`src/rtl/maxnet_host_seq_if.sv`:
```
// maxnet_host_seq_if: operand and response valid/ready streams between a host and the sequencer.
//  in_valid/in_data/in_ready        operand beats, host -> sequencer
//  out_valid/out_data/out_timeout   response, sequencer -> host
//  out_ready                        host accepts the response
interface maxnet_host_seq_if #(parameter int WIDTH = 5);
  logic             in_valid;
  logic [WIDTH-1:0] in_data;
  logic             in_ready;
  logic             out_valid;
  logic [WIDTH-1:0] out_data;
  logic             out_timeout;
  logic             out_ready;
  modport master (
    output in_valid, in_data, out_ready,
    input  in_ready, out_valid, out_data, out_timeout
  );
  modport slave (
    input  in_valid, in_data, out_ready,
    output in_ready, out_valid, out_data, out_timeout
  );
endinterface

```
`src/rtl/maxnet_host_seq.sv`:
```
// maxnet_host_seq: packs four operand beats into the compare core, restarts it, and returns its result or a timeout.
//  clk, rst_n            clock and asynchronous active-low reset
//  s_host                operand/response streams (slave side)
//  o_core_rst            one-cycle restart pulse to the core
//  o_core_b0..o_core_b3  operand slots 0..3
//  i_core_done           core finished, i_core_result valid
//  o_busy                high whenever not collecting operands
module maxnet_host_seq #(
  parameter int WIDTH   = 5,
  parameter int TIMEOUT = 255,
  parameter int CNT_W   = 8
) (
  input  logic             clk,
  input  logic             rst_n,
  maxnet_host_seq_if.slave s_host,
  output logic             o_core_rst,
  output logic [WIDTH-1:0] o_core_b0,
  output logic [WIDTH-1:0] o_core_b1,
  output logic [WIDTH-1:0] o_core_b2,
  output logic [WIDTH-1:0] o_core_b3,
  input  logic             i_core_done,
  input  logic [WIDTH-1:0] i_core_result,
  output logic             o_busy
);
  typedef enum logic [2:0] {COLLECT, START, GUARD, RUN, RESP} state_t;
  localparam logic [CNT_W-1:0] LP_LAST = CNT_W'(TIMEOUT - 1);
  state_t           r_state, w_next;
  logic [1:0]       r_idx;
  logic [WIDTH-1:0] r_slot [4];
  logic [CNT_W-1:0] r_timer;
  logic [WIDTH-1:0] r_out_data;
  logic             r_out_valid, r_out_timeout;
  logic             w_beat, w_expire, w_finish;
  assign s_host.in_ready    = (r_state == COLLECT) && rst_n;
  assign s_host.out_valid   = r_out_valid;
  assign s_host.out_data    = r_out_data;
  assign s_host.out_timeout = r_out_timeout;
  assign w_beat   = s_host.in_valid && s_host.in_ready;
  assign w_expire = r_timer == LP_LAST;
  // done takes priority over an expiring timer in the same cycle
  assign w_finish = (r_state == RUN) && (i_core_done || w_expire);
  // restart is a pure decode of START so reset removes it without waiting for a clock
  assign o_core_rst = r_state == START;
  assign o_busy     = r_state != COLLECT;
  assign o_core_b0  = r_slot[0];
  assign o_core_b1  = r_slot[1];
  assign o_core_b2  = r_slot[2];
  assign o_core_b3  = r_slot[3];
  always_ff @(posedge clk or negedge rst_n)
    if (!rst_n) r_state <= COLLECT;
    else r_state <= w_next;
  // GUARD burns one cycle so a done left over from the previous run is never sampled
  always_comb begin
    w_next = r_state;
    case (r_state)
      COLLECT: w_next = (w_beat && r_idx == 2'd3) ? START : COLLECT;
      START:   w_next = GUARD;
      GUARD:   w_next = RUN;
      RUN:     w_next = w_finish ? RESP : RUN;
      RESP:    w_next = s_host.out_ready ? COLLECT : RESP;
      default: w_next = COLLECT;
    endcase
  end
  always_ff @(posedge clk or negedge rst_n)
    if (!rst_n) begin
      r_idx         <= '0;
      r_slot        <= '{default: '0};
      r_timer       <= '0;
      r_out_valid   <= 1'b0;
      r_out_data    <= '0;
      r_out_timeout <= 1'b0;
    end else begin
      if (w_beat) begin
        r_slot[r_idx] <= s_host.in_data;
        r_idx         <= r_idx + 2'd1;
      end
      r_timer <= (r_state == START) ? '0 :
                 (r_state == GUARD) ? CNT_W'(1) :
                 (r_state == RUN)   ? r_timer + CNT_W'(1) : r_timer;
      if (w_finish) begin
        r_out_valid   <= 1'b1;
        r_out_data    <= i_core_done ? i_core_result : '0;
        r_out_timeout <= !i_core_done;
      end
      if (r_state == RESP && s_host.out_ready) begin
        r_out_valid   <= 1'b0;
        r_out_timeout <= 1'b0;
      end
    end
endmodule
```
`src/flat_wrapper.sv`:
```
// flat-port wrapper written by rule: the top's interface ports become plain ports
module maxnet_host_seq_flat 
#(
  parameter int WIDTH   = 5,
  parameter int TIMEOUT = 255,
  parameter int CNT_W   = 8
)
  (clk, rst_n, o_core_rst, o_core_b0, o_core_b1, o_core_b2, o_core_b3, i_core_done, i_core_result, o_busy, s_host_in_valid, s_host_in_data, s_host_out_ready, s_host_in_ready, s_host_out_valid, s_host_out_data, s_host_out_timeout);
  maxnet_host_seq_if #(.WIDTH(WIDTH)) s_host_i ();
  input  logic clk;
  input  logic rst_n;
  output logic o_core_rst;
  output logic [WIDTH-1:0] o_core_b0;
  output logic [WIDTH-1:0] o_core_b1;
  output logic [WIDTH-1:0] o_core_b2;
  output logic [WIDTH-1:0] o_core_b3;
  input  logic i_core_done;
  input  logic [WIDTH-1:0] i_core_result;
  output logic o_busy;
  input wire logic [$bits(s_host_i.in_valid)-1:0] s_host_in_valid;
  input wire logic [$bits(s_host_i.in_data)-1:0] s_host_in_data;
  input wire logic [$bits(s_host_i.out_ready)-1:0] s_host_out_ready;
  output wire logic [$bits(s_host_i.in_ready)-1:0] s_host_in_ready;
  output wire logic [$bits(s_host_i.out_valid)-1:0] s_host_out_valid;
  output wire logic [$bits(s_host_i.out_data)-1:0] s_host_out_data;
  output wire logic [$bits(s_host_i.out_timeout)-1:0] s_host_out_timeout;
  assign s_host_i.in_valid = s_host_in_valid;
  assign s_host_i.in_data = s_host_in_data;
  assign s_host_i.out_ready = s_host_out_ready;
  assign s_host_in_ready = s_host_i.in_ready;
  assign s_host_out_valid = s_host_i.out_valid;
  assign s_host_out_data = s_host_i.out_data;
  assign s_host_out_timeout = s_host_i.out_timeout;
  maxnet_host_seq #(.WIDTH(WIDTH), .TIMEOUT(TIMEOUT), .CNT_W(CNT_W)) u_core (.clk(clk), .rst_n(rst_n), .s_host(s_host_i), .o_core_rst(o_core_rst), .o_core_b0(o_core_b0), .o_core_b1(o_core_b1), .o_core_b2(o_core_b2), .o_core_b3(o_core_b3), .i_core_done(i_core_done), .i_core_result(i_core_result), .o_busy(o_busy));
endmodule
```
`config.mk`:
```
export PLATFORM = sky130hd
export DESIGN_NAME = maxnet_host_seq_flat
export DESIGN_NICKNAME = d
export VERILOG_FILES = /design/src/rtl/maxnet_host_seq_if.sv /design/src/rtl/maxnet_host_seq.sv /design/src/flat_wrapper.sv
export SDC_FILE = /design/constraint.sdc
export NUM_CORES = 1
export LEC_CHECK = 0
export ABC_AREA = 1
export ABC_CLOCK_PERIOD_IN_PS = 1300
export BUFFER_PORTS_ARGS = -buffer_cell sky130_fd_sc_hd__buf_2
export CAP_MARGIN = 20
export CORE_MARGIN = 3
export CORE_UTILIZATION = 40
export DETAILED_ROUTE_END_ITERATION = 12
export GPL_TIMING_DRIVEN = 0
export PLACE_DENSITY = 0.68
export SYNTH_ARGS = -nofsm -noshare
export SYNTH_HDL_FRONTEND = slang
export SYNTH_SLANG_ARGS = --single-unit
```
`constraint.sdc`:
```
create_clock -name clk -period 1.3 [get_ports clk]
set_input_delay 0.065 -clock clk [delete_from_list [all_inputs] [get_ports clk]]
set_output_delay 0.065 -clock clk [all_outputs]
set_load 0.05 [all_outputs]
```
== After elaboration in Yosys (flattened, before gate mapping) ==
Cells that the tools add are included.

* Flip-flop bits (word level): 40
* Bits of input ports: 15
* Output and inout port bits: 30
* Logic and storage cells: 48

* $add $sub $neg: 2
* Order comparisons: 2
* Equal/unequal tests: 6
* Mux-type cells: 15
* Bitwise operators: 1
* Reduce and logical (&&, ||, !) cells: 12

{| class="wikitable"
|+ Operators by type and width
! cell !! number
|-
| two-way mux 8 bit || 3
|-
| bitwise mux 20 bit || 1
|-
| one-hot mux 3 bit (5 select lines) || 1
|-
| demux 5 bit (select 2 bit) || 1
|-
| two-way mux 5 bit || 2
|-
| adder 8 x 1 -> 8 bit, second input constant || 1
|-
| == test 8 bit, second input constant || 1
|-
| == test 3 x 2 -> 1 bit, second input constant || 2
|-
| logical AND 1 bit || 6
|-
| two-way mux 3 bit || 2
|-
| nonzero test 3 bit || 2
|-
| two-way mux 1 bit || 5
|-
| == test 3 x 1 -> 1 bit, second input constant || 1
|-
| == test 3 bit, second input constant || 1
|-
| greater-or-equal comparator 3 bit, second input constant || 1
|-
| logical NOT 3 bit || 1
|-
| less-than comparator 3 x 1 -> 1 bit, second input constant || 1
|-
| NOT 2 -> 3 bit || 1
|-
| adder 2 x 1 -> 2 bit, second input constant || 1
|-
| == test 2 bit, second input constant || 1
|-
| nonzero test 2 bit || 1
|-
| logical NOT 1 bit || 1
|-
| logical OR 1 bit || 1
|}

== Longest topological paths before layout ==
Gate-level depths: netlist (run 1).

* Depth after elaboration: 6
* Depth in mapped cells: 9
* Gate-level depth less buffers: 9

== Least setup slack after synthesis (run 1) ==
No wires, ideal clock.

* Kind: register -> output
* Start: reg u_core.r_state[0]
* End: out s_host_in_ready
* Arrival: 1.703 ns
* Required time: 1.235 ns
* Path slack: -0.468 ns
* Stages on the path, launching flop included: 4
* Path buffers: 0
* Path through: dfrtp_1 nor2_4 nand2_1 nor2_1

* Longest elaborated chain between the ends: 2

{| class="wikitable"
|+ Ends and longest elaborated chain
! what !! line !! text
|-
| start: declaration || maxnet_host_seq.sv:27 || <nowiki>state_t r_state, w_next;</nowiki>
|-
| start signal: assignment || maxnet_host_seq.sv:51 || <nowiki>else r_state <= w_next;</nowiki>
|-
| logical NOT 3 bit || maxnet_host_seq.sv:34 || <nowiki>assign s_host.in_ready = (r_state == COLLECT) && rst_n;</nowiki>
|-
| logical AND 1 bit || maxnet_host_seq.sv:34 ||
|-
| end: declaration || flat_wrapper.sv:23 || <nowiki>output wire logic [$bits(s_host_i.in_ready)-1:0] s_host_in_ready;</nowiki>
|}

No other way between the ends.

== Worst setup path in the final report (run 1) ==
Ends and elaborated chain as after synthesis.

==> metrics.md, run 1 <==
| Metric | Value |
|---|---|
| Mux share of post-synthesis cell area | 0% |
| Clock sinks | 40 |
| Max Clock Skew | 0.002669 ns |
| Drc violations | 0 |
| Reg2reg start | u_core.r_state[0] |
| Post-synthesis cell area | between 1500 and 2000 sq um |
| Final period util | 100.6% |
| CP required | about 1.2 ns |
| Simple-Gate Fraction of Synth Area | ~26% |
| Distinct cells, synth | 17 |
| Sequential Area | ~1000 sq um |
| Total global routing overflow | 0 |
| Initial Util | roughly 44% |
| Synth Area in Adders | 4.096% |
| First-pass GRT wire length | 6803 microns |
| Setup CP Type | register to primary output |
| Filler cell count | between 300 and 400 |
| Clk_lat worst skew | between 0.2 and 0.3 ns |
| Number of global-route vias before repair | approximately 1500 |
| Crit-path max FO | 5 |
| Vias | between 1500 and 2000 |
| RSZ-0062 raised after global routing | yes |
| I/O Pins | 45 |
| Slew @ Worst Pin | roughly 0.53 ns |
| Core ar. | 4202 sq um |
| Iteration-0 DRC Markers | 77 |
| Clk buf depth | 2 |
| Worst Setup Start Kind | register |
| CTS tree | yes |
| Run status | finished with violations |
| Cells after synthesis | between 200 and 250 |
| Max-slew violation count | 0 |
| Diode count | 0 |
| Area Overhead vs Synth | 32.83% |
| Dpl cells | ~300 |
| Reg2reg path depth | 5 |
| Largest family of logic cells by synthesized area | simple AND/OR/NAND/NOR gates |
| Failing checks | negative hold slack, negative setup slack |
| Pre-CTS setup slack | -0.3873 ns |
| Total GRT Usage | 16.48% |
| Root Buffer | clkbuf_8 |
| Avg Synthesized Cell Area | ~8.6 sq um |
| Hold WS | -0.2576 ns |
| DRT Pass-1 Iters | 4 |
| Worst slew margin | ~65% |
| FF+latch count, synth | 40 |
| Reg2reg end | u_core.r_idx[0] |
| Hold Path Class | primary input to asynchronous set/reset pin |
| Worst R2R Setup Slack | approximately 0.010 ns |
| Fin crit period | roughly 1.3 ns |
| Port bufs | 44 |
| Post-synthesis xor/xnor area fraction | approximately 1.4% |
| DR WL/cell | 12.42 microns |
| Sequential fraction of the synthesis area | roughly 55% |
| Max Freq | around 760 MHz |
| Setup TNS | -0.008031 ns |
| Hpwl dp | between 2000 and 3000 microns |
| Final Hold Fails | 40 |
| Commonest non-fill, non-tap cell in the layout | nand2_1 |
| GPL Wtd Cong | 0.8149 |
| Share of cells above drive strength 1 | 32.74% |
| Max rail drop VDD | about 1.4 mV |
| H-tree depth | 2 |
| Die area | 5431 sq um |
| Clk slew on worst S/H paths | about 0.070 ns |
| Pin count of the biggest net entering global routing | 43 |
| Setup WS post-layout | -0.008031 ns |
| # hold bufs at CTS | 6 |
| Post-synthesis compound-gate area fraction | 8.601% |
| WP data arrival | ~1.2 ns |
| Row count | 23 |
| Leading cell types in the layout, fill and taps excluded | 77 x nand2_1, 40 x buf_2, 37 x dfrtp_1, 20 x o21ai_0, 18 x inv_1 |
| Initial antenna violation count | 0 |
| Leakage | about 1.3 nW |
| Net Count, Synth | 235 |
| CTS buffer count | 5 |
| Multi-input gate area | between 800 and 900 sq um |
| Post-route ant nets | 0 |
| Setup crit end kind | primary output |
| Final WL | 4111 microns |
| Post-layout net count | 301 |
| Post-Layout Cell Count | approximately 330 |
| Yosys warns | 0 |
| Final setup fails | 1 |
| Die Y | 73.70 microns |
| Max-Cap Viols | 0 |
| Via density | 4.671 |
| PD cells | between 2000 and 3000 nW/um^2 |
| Die X | between 70 and 80 microns |
[cell families (layout without fill, tap and decap cells)]
family / count (synthesis) / count (layout)
adders and majority gates: 6 / 6
AOI/OAI and AO/OA: 31 / 31
buffers and inverters: 24 / 91
and+or+nand+nor: 110 / 110
xor gates and xnor gates: 3 / 3
DFF: 40 / 40
[critical path, stage by stage (launching register included)]
cell and delay, ns:
dfrtp_2 0.45, nor2_4 0.14, nand2_2 0.10, nor2_4 0.09, buf_6 0.16
[power breakdown]
part | internal [mW] | switching, mW | leakage, nW
sequential | 1.72 | 0.277 | 0.508
combinational | 0.875 | 2.50 | 0.717
clock | 0.433 | 0.425 | 0.0455
[synth_stat cells]
master | number | area, sq um
buf_6 | 1 | 11.26
nand4_4 | 1 | 21.27
dfrtp_1 | 40 | 1001
a21oi_1 | 6 | 30.03
buf_2 | 1 | 5.000
nor2_4 | 4 | 45.04
o21ai_0 | 23 | 115.1
ha_1 | 6 | 75.07
inv_1 | 22 | 82.58
xor2_1 | 2 | 17.52
nand3_2 | 1 | 10.01
xnor2_1 | 1 | 8.760
o22ai_1 | 1 | 6.260
nand3_1 | 6 | 30.03
a31oi_1 | 1 | 6.260
nand2_1 | 84 | 315.3
nor2_1 | 14 | 52.55
[area by class of cell]
class	count	share of cell area (%)
inverter	22	3.392
multi-input combinational	150	32.99
tap	50	2.569
timing repair buffer	59	15.16
buffer	2	0.9250
clock buffer	8	3.700
sequential	40	41.26
[per-layer routing]
metal  vias up  wire [microns]  part of all wire, %  GRT usage [%]
met2        38            1997                   49          27.26
met1       698            1806                   44          20.12
met4         0              70                  1.7          6.640
met5         -               0                    0              0
li1        802               -                    -              -
met3         8             237                  5.8          4.651
[sequential cells by signal, indices dropped and copies added (netlist names)]
signal	flops
u_core.s_host.out_data	5
u_core.o_core_b3	5
u_core.o_core_b1	5
u_core.s_host.out_valid	1
u_core.r_state	3
u_core.s_host.out_timeout	1
u_core.r_idx	2
u_core.o_core_b2	5
u_core.o_core_b0	5
u_core.r_timer	8
[worst max-delay path by stage]
stage / startpoint / to / slack [ns] / cells past startpoint
floorplan: u_core.r_state[0] / s_host_in_ready / -0.12 / 3
global placement: rst_n / u_core.o_core_b0[4] / -0.37 / 5
detailed placement: rst_n / u_core.o_core_b2[4] / -0.39 / 5
CTS: u_core.r_state[0] / s_host_in_ready / -0.01 / 4
global route: u_core.r_state[0] / u_core.o_core_b1[3] / -0.08 / 5
finish: u_core.r_state[0] / s_host_in_ready / -0.008 / 4
[metrics by stage]
stage               cell area, sq um  total power, mW  util (%)
floorplan                       1843            4.324         -
detailed placement              2126            5.058     50.60
CTS                             2336            6.100     55.60
global route                    2435            6.617     57.95
global placement                2126            5.013     50.60
finish                          2435            6.229     57.95
[repair_timing]
| item | CTS | global route |
|---|---|---|
| resized for setup | 10 | 29 |
| pin swaps | 1 | 5 |
| setup endpoints to repair | 32 | 37 |
| setup buffers | 5 | 4 |
| endpoints found under the hold margin | 46 | 40 |
No activity file was read; power rests on OpenSTA's default activity.
==> run 2, diff against run 1 <==
Settings changed: CELL_PAD_IN_SITES_DETAIL_PLACEMENT set to 1, CELL_PAD_IN_SITES_GLOBAL_PLACEMENT set to 1, CORE_UTILIZATION 40 to 35, PLACE_DENSITY 0.68 to 0.78.
==> metrics.md, run 2 (synthesis results as in run 1) <==
| Metric | Value |
|---|---|
| Run status | finished with violations (unchanged) |
| Failing checks | negative hold slack, negative setup slack (unchanged) |
| Pre-CTS setup slack | -0.4764 ns (was -0.3873 ns) |
| Core ar. | 4880 sq um (was 4202 sq um) |
| Via density | 4.670 (was 4.671) |
| Crit-path max FO | 10 (was 5) |
| Port bufs | 44 (unchanged) |
| Largest register FFs | 8 (unchanged) |
| Critical path's top delay family | flip-flops (unchanged) |
| Hold Path Class | primary input to asynchronous set/reset pin (unchanged) |
| Post-Layout Cell Count | 349 (was 331) |
| Top reg by flops | u_core.r_timer (unchanged) |
| Clk_lat worst skew | 0.29 ns (about the same) |
| WP data arrival | 1.48 ns (was 1.24 ns) |
| Utilization after layout | 51.95% (was 57.95%) |
| Max rail drop VDD | 1.551 mV (was 1.379 mV) |
| Hpwl dp | 3304 microns (was 2787 microns) |
| Iteration-0 DRC Markers | 55 (was 77) |
| Worst Path Buf+Inv | 1 (unchanged) |
| Clk buf depth | 2 (unchanged) |
| Drc violations | 0 (unchanged) |
| Filler cell count | 618 (was 371) |
| # hold bufs at CTS | 6 (unchanged) |
| Final period util | 100.2% (was 100.6%) |
| Worst Setup Start Kind | register (unchanged) |
| Setup CP Type | register to register (was register to primary output) |
| DRT Pass-1 Iters | 4 (unchanged) |
| Final WL | 4885 microns (was 4111 microns) |
| Design Area, Final | 2535 sq um (was 2435 sq um) |
| Setup crit end kind | register (was primary output) |
| CTS buffer count | 5 (unchanged) |
| Pin count of the biggest net entering global routing | 43 (unchanged) |
| Number of global-route vias before repair | 1751 (was 1539) |
| I/O Pins | 45 (unchanged) |
| Final Hold Fails | 40 (unchanged) |
| Commonest non-fill, non-tap cell in the layout | nand2_1 (unchanged) |
| Initial antenna violation count | 0 (unchanged) |
| Leakage | 1.267 nW (was 1.270 nW) |
| CP required | 1.48 ns (was 1.24 ns) |
| Area Overhead vs Synth | 38.29% (was 32.83%) |
| PD cells | 2546 nW/um^2 (was 2558 nW/um^2) |
| Overall power | 6.455 mW (was 6.229 mW) |
| Row count | 25 (was 23) |
| Leading cell types in the layout, fill and taps excluded | 73 x nand2_1, 40 x buf_2, 35 x dfrtp_1, 20 x o21ai_0, 16 x inv_1 (was 77 x nand2_1, 40 x buf_2, 37 x dfrtp_1, 20 x o21ai_0, 18 x inv_1) |
| RSZ-0062 raised after global routing | yes (unchanged) |
| Worst path slowest cell | dfrtp_2 (unchanged) |
| Post-layout net count | 303 (was 301) |
| DR WL/cell | 14.00 microns (was 12.42 microns) |
| Worst slew margin | 62.70% (was 64.50%) |
| Crit path largest cell delay | 0.43 ns (was 0.45 ns) |
| CTS tree | yes (unchanged) |
| Diode count | 0 (unchanged) |
| Die Y | 78.37 microns (was 73.70 microns) |
| Total GRT Usage | 17.02% (was 16.48%) |
| Placed cell areas | 2147 sq um (was 2126 sq um) |
| Worst path cell trace | nor2_4, nand4_4, buf_6, o21ai_0, nand2_1 (was nor2_4, nand2_2, nor2_4, buf_6) |
| Max Clock Skew | 0.009304 ns (was 0.002669 ns) |
| Dpl cells | 325 (was 308) |
| First-pass GRT wire length | 8217 microns (was 6803 microns) |
| Sequential Area | 1007 sq um (was 1005 sq um) |
| Slew @ Worst Pin | 0.5595 ns (was 0.5324 ns) |
| Die area | 6142 sq um (was 5431 sq um) |
| Setup WS post-layout | -0.002181 ns (was -0.008031 ns) |
| Root Buffer | clkbuf_8 (unchanged) |
| Die X | 78.37 microns (was 73.70 microns) |
| Max Freq | 767.9 MHz (was 764.5 MHz) |
| Fin crit period | 1.302 ns (was 1.308 ns) |
| Total global routing overflow | 0 (unchanged) |
| Clock sinks | 40 (unchanged) |
| Vias | 1630 (was 1546) |
| H-tree depth | 2 (unchanged) |
| Initial Util | 37.56% (was 43.63%) |
| Final setup fails | 1 (unchanged) |
| Setup TNS | -0.002181 ns (was -0.008031 ns) |
| GPL Wtd Cong | 0.7805 (was 0.8149) |
| Share of cells above drive strength 1 | 36.88% (was 32.74%) |
| Max-slew violation count | 0 (unchanged) |
| Multi-input gate area | 858.3 sq um (was 803.3 sq um) |
| Hold WS | -0.2437 ns (was -0.2576 ns) |
| Max-Cap Viols | 0 (unchanged) |
| Post-route ant nets | 0 (unchanged) |
| Clk slew on worst S/H paths | 0.08 ns (was 0.07 ns) |
[run 2: worst paths after layout]
path / from / end / slack (ns) / cells after the start
max: u_core.r_state[1] / u_core.o_core_b1[3] / -0.002 / 5
min: rst_n / u_core.r_timer[6] / -0.24 / 1
max reg2reg: u_core.r_state[1] / u_core.o_core_b1[3] / -0.002 / 5
min reg2reg: u_core.s_host.out_data[1] / u_core.s_host.out_data[1] / 0.47 / 2
max in group asynchronous: rst_n / u_core.r_state[0] / 1.14 / 1
min in group clk: s_host_in_data[4] / u_core.o_core_b1[4] / 0.04 / 3
[run 2: power by group]
group	total, mW	leakage (nW)	switching [mW]	internal (mW)
Clock	0.808	0.0400	0.444	0.364
Sequential	2.04	0.506	0.315	1.72
Combinational	3.61	0.722	2.63	0.982
Total	6.46	1.27	3.39	3.07
[run 2: routing by layer]
layer	vias to the layer above	GRT usage, %	wire [microns]
li1	805	-	-
met1	789	19.76	2169
met2	31	31.08	2482
met3	5	4.472	190
met4	0	4.196	42
met5	-	0	0
[run 2: cell type report]
cell class | count | area share (%)
sequential | 40 | 39.73
multi-input combinational | 150 | 33.86
timing repair buffer | 61 | 15.45
inverter | 22 | 3.554
tap | 67 | 3.307
clock buffer | 5 | 2.715
buffer | 2 | 0.8885
clock inverter | 2 | 0.4936
[run 2: what timing repair did]
| action | CTS | global route |
|---|---|---|
| gates cloned | 0 | 0 |
| pin swaps | 1 | 13 |
| endpoints found under the setup margin | 38 | 37 |
| resized for setup | 19 | 39 |
| setup buffers | 7 | 4 |
| hold endpoints to repair | 46 | 40 |
==> run 3, diff against run 2 <==
--- a/config.mk
+++ b/config.mk
@@ -17,3 +17,4 @@
 export GPL_TIMING_DRIVEN = 0
-export PLACE_DENSITY = 0.78
+export PLACE_DENSITY_LB_ADDON = 0.1
+export SLEW_MARGIN = 5
 export SYNTH_ARGS = -nofsm -noshare
==> constraint.sdc (replaced) <==
create_clock -name clk -period 1.3 [get_ports clk]
set_input_delay 0.195 -clock clk [delete_from_list [all_inputs] [get_ports clk]]
set_output_delay 0.195 -clock clk [all_outputs]
set_load 0.05 [all_outputs]
==> metrics.md, run 3 (synthesis results as in run 1) <==
| Metric | Value |
|---|---|
| Run status | finished with violations (unchanged) |
| Failing checks | negative hold slack, negative setup slack (unchanged) |
| Post-Layout Cell Count | 346 (was 349) |
| Final Hold Fails | 40 (unchanged) |
| Total GRT Usage | 16.40% (was 17.02%) |
| Seq pwr share | 31.1% (was 31.6%) |
| Hpwl dp | 3203 microns (was 3304 microns) |
| Slew @ Worst Pin | 0.5585 ns (was 0.5595 ns) |
| Top reg by flops | u_core.r_timer (unchanged) |
| Post-route ant nets | 0 (unchanged) |
| Iteration-0 DRC Markers | 39 (was 55) |
| Sw Pwr | 3.376 mW (was 3.386 mW) |
| Combinational share of power | 56.5% (was 55.9%) |
| RSZ-0062 raised after global routing | yes (unchanged) |
| GPL Wtd Cong | 0.6975 (was 0.7805) |
| Initial Util | 37.56% (unchanged) |
| Share of cells above drive strength 1 | 36.56% (was 36.88%) |
| Post-layout net count | 300 (was 303) |
| Filler cell count | 592 (was 618) |
| Dpl cells | 325 (unchanged) |
| Leading cell types in the layout, fill and taps excluded | 74 x nand2_1, 41 x buf_2, 38 x dfrtp_1, 18 x inv_1, 12 x o21ai_1 (was 73 x nand2_1, 40 x buf_2, 35 x dfrtp_1, 20 x o21ai_0, 16 x inv_1) |
| Pre-CTS setup slack | -0.6036 ns (was -0.4764 ns) |
| Port bufs | 44 (unchanged) |
| Die X | 78.37 microns (unchanged) |
| CTS buffer count | 5 (unchanged) |
| Number of global-route vias before repair | 1674 (was 1751) |
| Pin count of the biggest net entering global routing | 43 (unchanged) |
| CTS tree | yes (unchanged) |
| Reg2reg path depth | 7 (was 5) |
| Hold Path Class | primary input to asynchronous set/reset pin (unchanged) |
| Area Overhead vs Synth | 35.63% (was 38.29%) |
| Reg2reg start | u_core.r_state[2] (was u_core.r_state[1]) |
| Clk slew on worst S/H paths | 0.08 ns (about the same) |
| Clock sinks | 40 (unchanged) |
| Row count | 25 (unchanged) |
| Vias | 1645 (was 1630) |
| Max rail drop VDD | 1.375 mV (was 1.551 mV) |
| Worst Setup Start Kind | register (unchanged) |
| DR WL/cell | 13.91 microns (was 14.00 microns) |
| Max Clock Skew | 0.004771 ns (was 0.009304 ns) |
| Core ar. | 4880 sq um (unchanged) |
| Initial antenna violation count | 0 (unchanged) |
| Commonest non-fill, non-tap cell in the layout | nand2_1 (unchanged) |
| Drc violations | 0 (unchanged) |
| Beginning of the critical path | u_core.r_state[2] (was u_core.r_state[1]) |
| Power share of the clock group | 12.4% (was 12.5%) |
| H-tree depth | 2 (unchanged) |
| Fin crit period | 1.434 ns (was 1.302 ns) |
| Largest register FFs | 8 (unchanged) |
| Setup crit end kind | primary output (was register) |
| Diode count | 0 (unchanged) |
| Final WL | 4813 microns (was 4885 microns) |
| Worst slew margin | 62.77% (was 62.70%) |
| Setup WS post-layout | -0.1337 ns (was -0.002181 ns) |
| Worst R2R Setup Slack | -0.06 ns (was -0.002 ns) |
| Reg2reg end | u_core.o_core_b1[0] (was u_core.o_core_b1[3]) |
| Sequential Area | 1003 sq um (was 1007 sq um) |
| Root Buffer | clkbuf_8 (unchanged) |
| DRT Pass-1 Iters | 3 (was 4) |
| CP required | 1.11 ns (was 1.48 ns) |
| First-pass GRT wire length | 7955 microns (was 8217 microns) |
| Final period util | 110.3% (was 100.2%) |
| Max-slew violation count | 0 (unchanged) |
| Internal cell power | 3.087 mW (was 3.069 mW) |
| Clk buf depth | 2 (unchanged) |
| Multi-input gate area | 850.8 sq um (was 858.3 sq um) |
| I/O Pins | 45 (unchanged) |
| Die Y | 78.37 microns (unchanged) |
| Max-Cap Viols | 0 (unchanged) |
| Setup CP Type | register to primary output (was register to register) |
| Clk_lat worst skew | 0.29 ns (about the same) |
| Total global routing overflow | 0 (unchanged) |
| WP data arrival | 1.24 ns (was 1.48 ns) |
| Sw Ratio | 52.24% (was 52.46%) |
| Leakage | 1.268 nW (was 1.267 nW) |
| Crit-path max FO | 4 (was 10) |
| PD cells | 2600 nW/um^2 (was 2546 nW/um^2) |
| Final setup fails | 21 (was 1) |
| Via density | 4.754 (was 4.670) |
| Hold WS | -0.1139 ns (was -0.2437 ns) |
| Max Freq | 697.5 MHz (was 767.9 MHz) |
| Die area | 6142 sq um (unchanged) |
[run 3: cell count changes in the layout (fill, tap and decap cells not counted), moves of 2 or more]
cell,previous run,this run
dlygate4sd3_1,6,0
o21ai_0,20,9
o21ai_2,0,2
dfrtp_2,5,2
nand2_4,0,2
nand2_2,10,7
a21oi_1,5,3
dfrtp_1,35,38
inv_1,16,18
a21oi_2,1,3
ha_4,2,0
o21ai_1,3,12
[run 3: worst max-delay path by stage]
stage / endpoint / cells after the start
floorplan: s_host_in_ready / 3
global placement: u_core.o_core_b2[3] / 5
detailed placement: u_core.o_core_b2[1] / 5
CTS: s_host_in_ready / 4
global route: o_busy / 4
finish: o_busy / 4
[run 3: timing repair]
item,in CTS,in global routing
pin swaps,4,6
cloned,2,0
gates resized for setup,35,28
endpoints found under the hold margin,40,40
setup buffers,9,3
setup endpoints to repair,39,39
[run 3: power by group through the flow]
stage          clock network, mW  registers, mW  logic [mW]
2_1_floorplan                  0           3.30        1.06
3_3_place_gp                   0           2.05        3.06
3_5_place_dp                   0           2.05        3.10
4_1_cts                    0.836           2.00        3.46
5_1_grt                    0.880           2.08        3.93
6_report                   0.804           2.01        3.65
[run 3: final cells by class]
| cell class | count | share of cell area [%] |
|---|---|---|
| Tap cell | 67 | 3.372 |
| Clock inverter | 1 | 0.2013 |
| Clock buffer | 6 | 2.919 |
| Inverter | 22 | 3.422 |
| Buffer | 2 | 0.9059 |
| Timing Repair Buffer | 58 | 14.59 |
| Multi-Input combinational cell | 150 | 34.22 |
| Sequential cell | 40 | 40.36 |
[run 3: metrics by stage]
step / total power [mW] / instance area [sq um] / hold WS [ns] / utilization, % / TNS, ns
floorplan: 4.367 / 1856 / -0.1006 / - / 0
finish: 6.463 / 2486 / -0.1139 / 50.95 / -0.8566
global route: 6.886 / 2486 / -0.06721 / 50.95 / -4.354
detailed placement: 5.146 / 2160 / 0.4064 / 44.26 / -15.25
CTS: 6.301 / 2381 / -0.08884 / 48.79 / -1.170
global placement: 5.107 / 2160 / 0.3978 / 44.26 / -14.64
[run 3: metal layers]
layer  wire, microns  track usage (%)
met3             146            2.982
met5               0                0
met4              85            6.818
met2            2512            28.17
met1            2069            20.22
[run 3: worst max-delay path: stages (launching register included)]
cell	delay, ns
dfrtp_1	0.41
inv_2	0.08
buf_4	0.14
nand2_4	0.06
buf_2	0.26
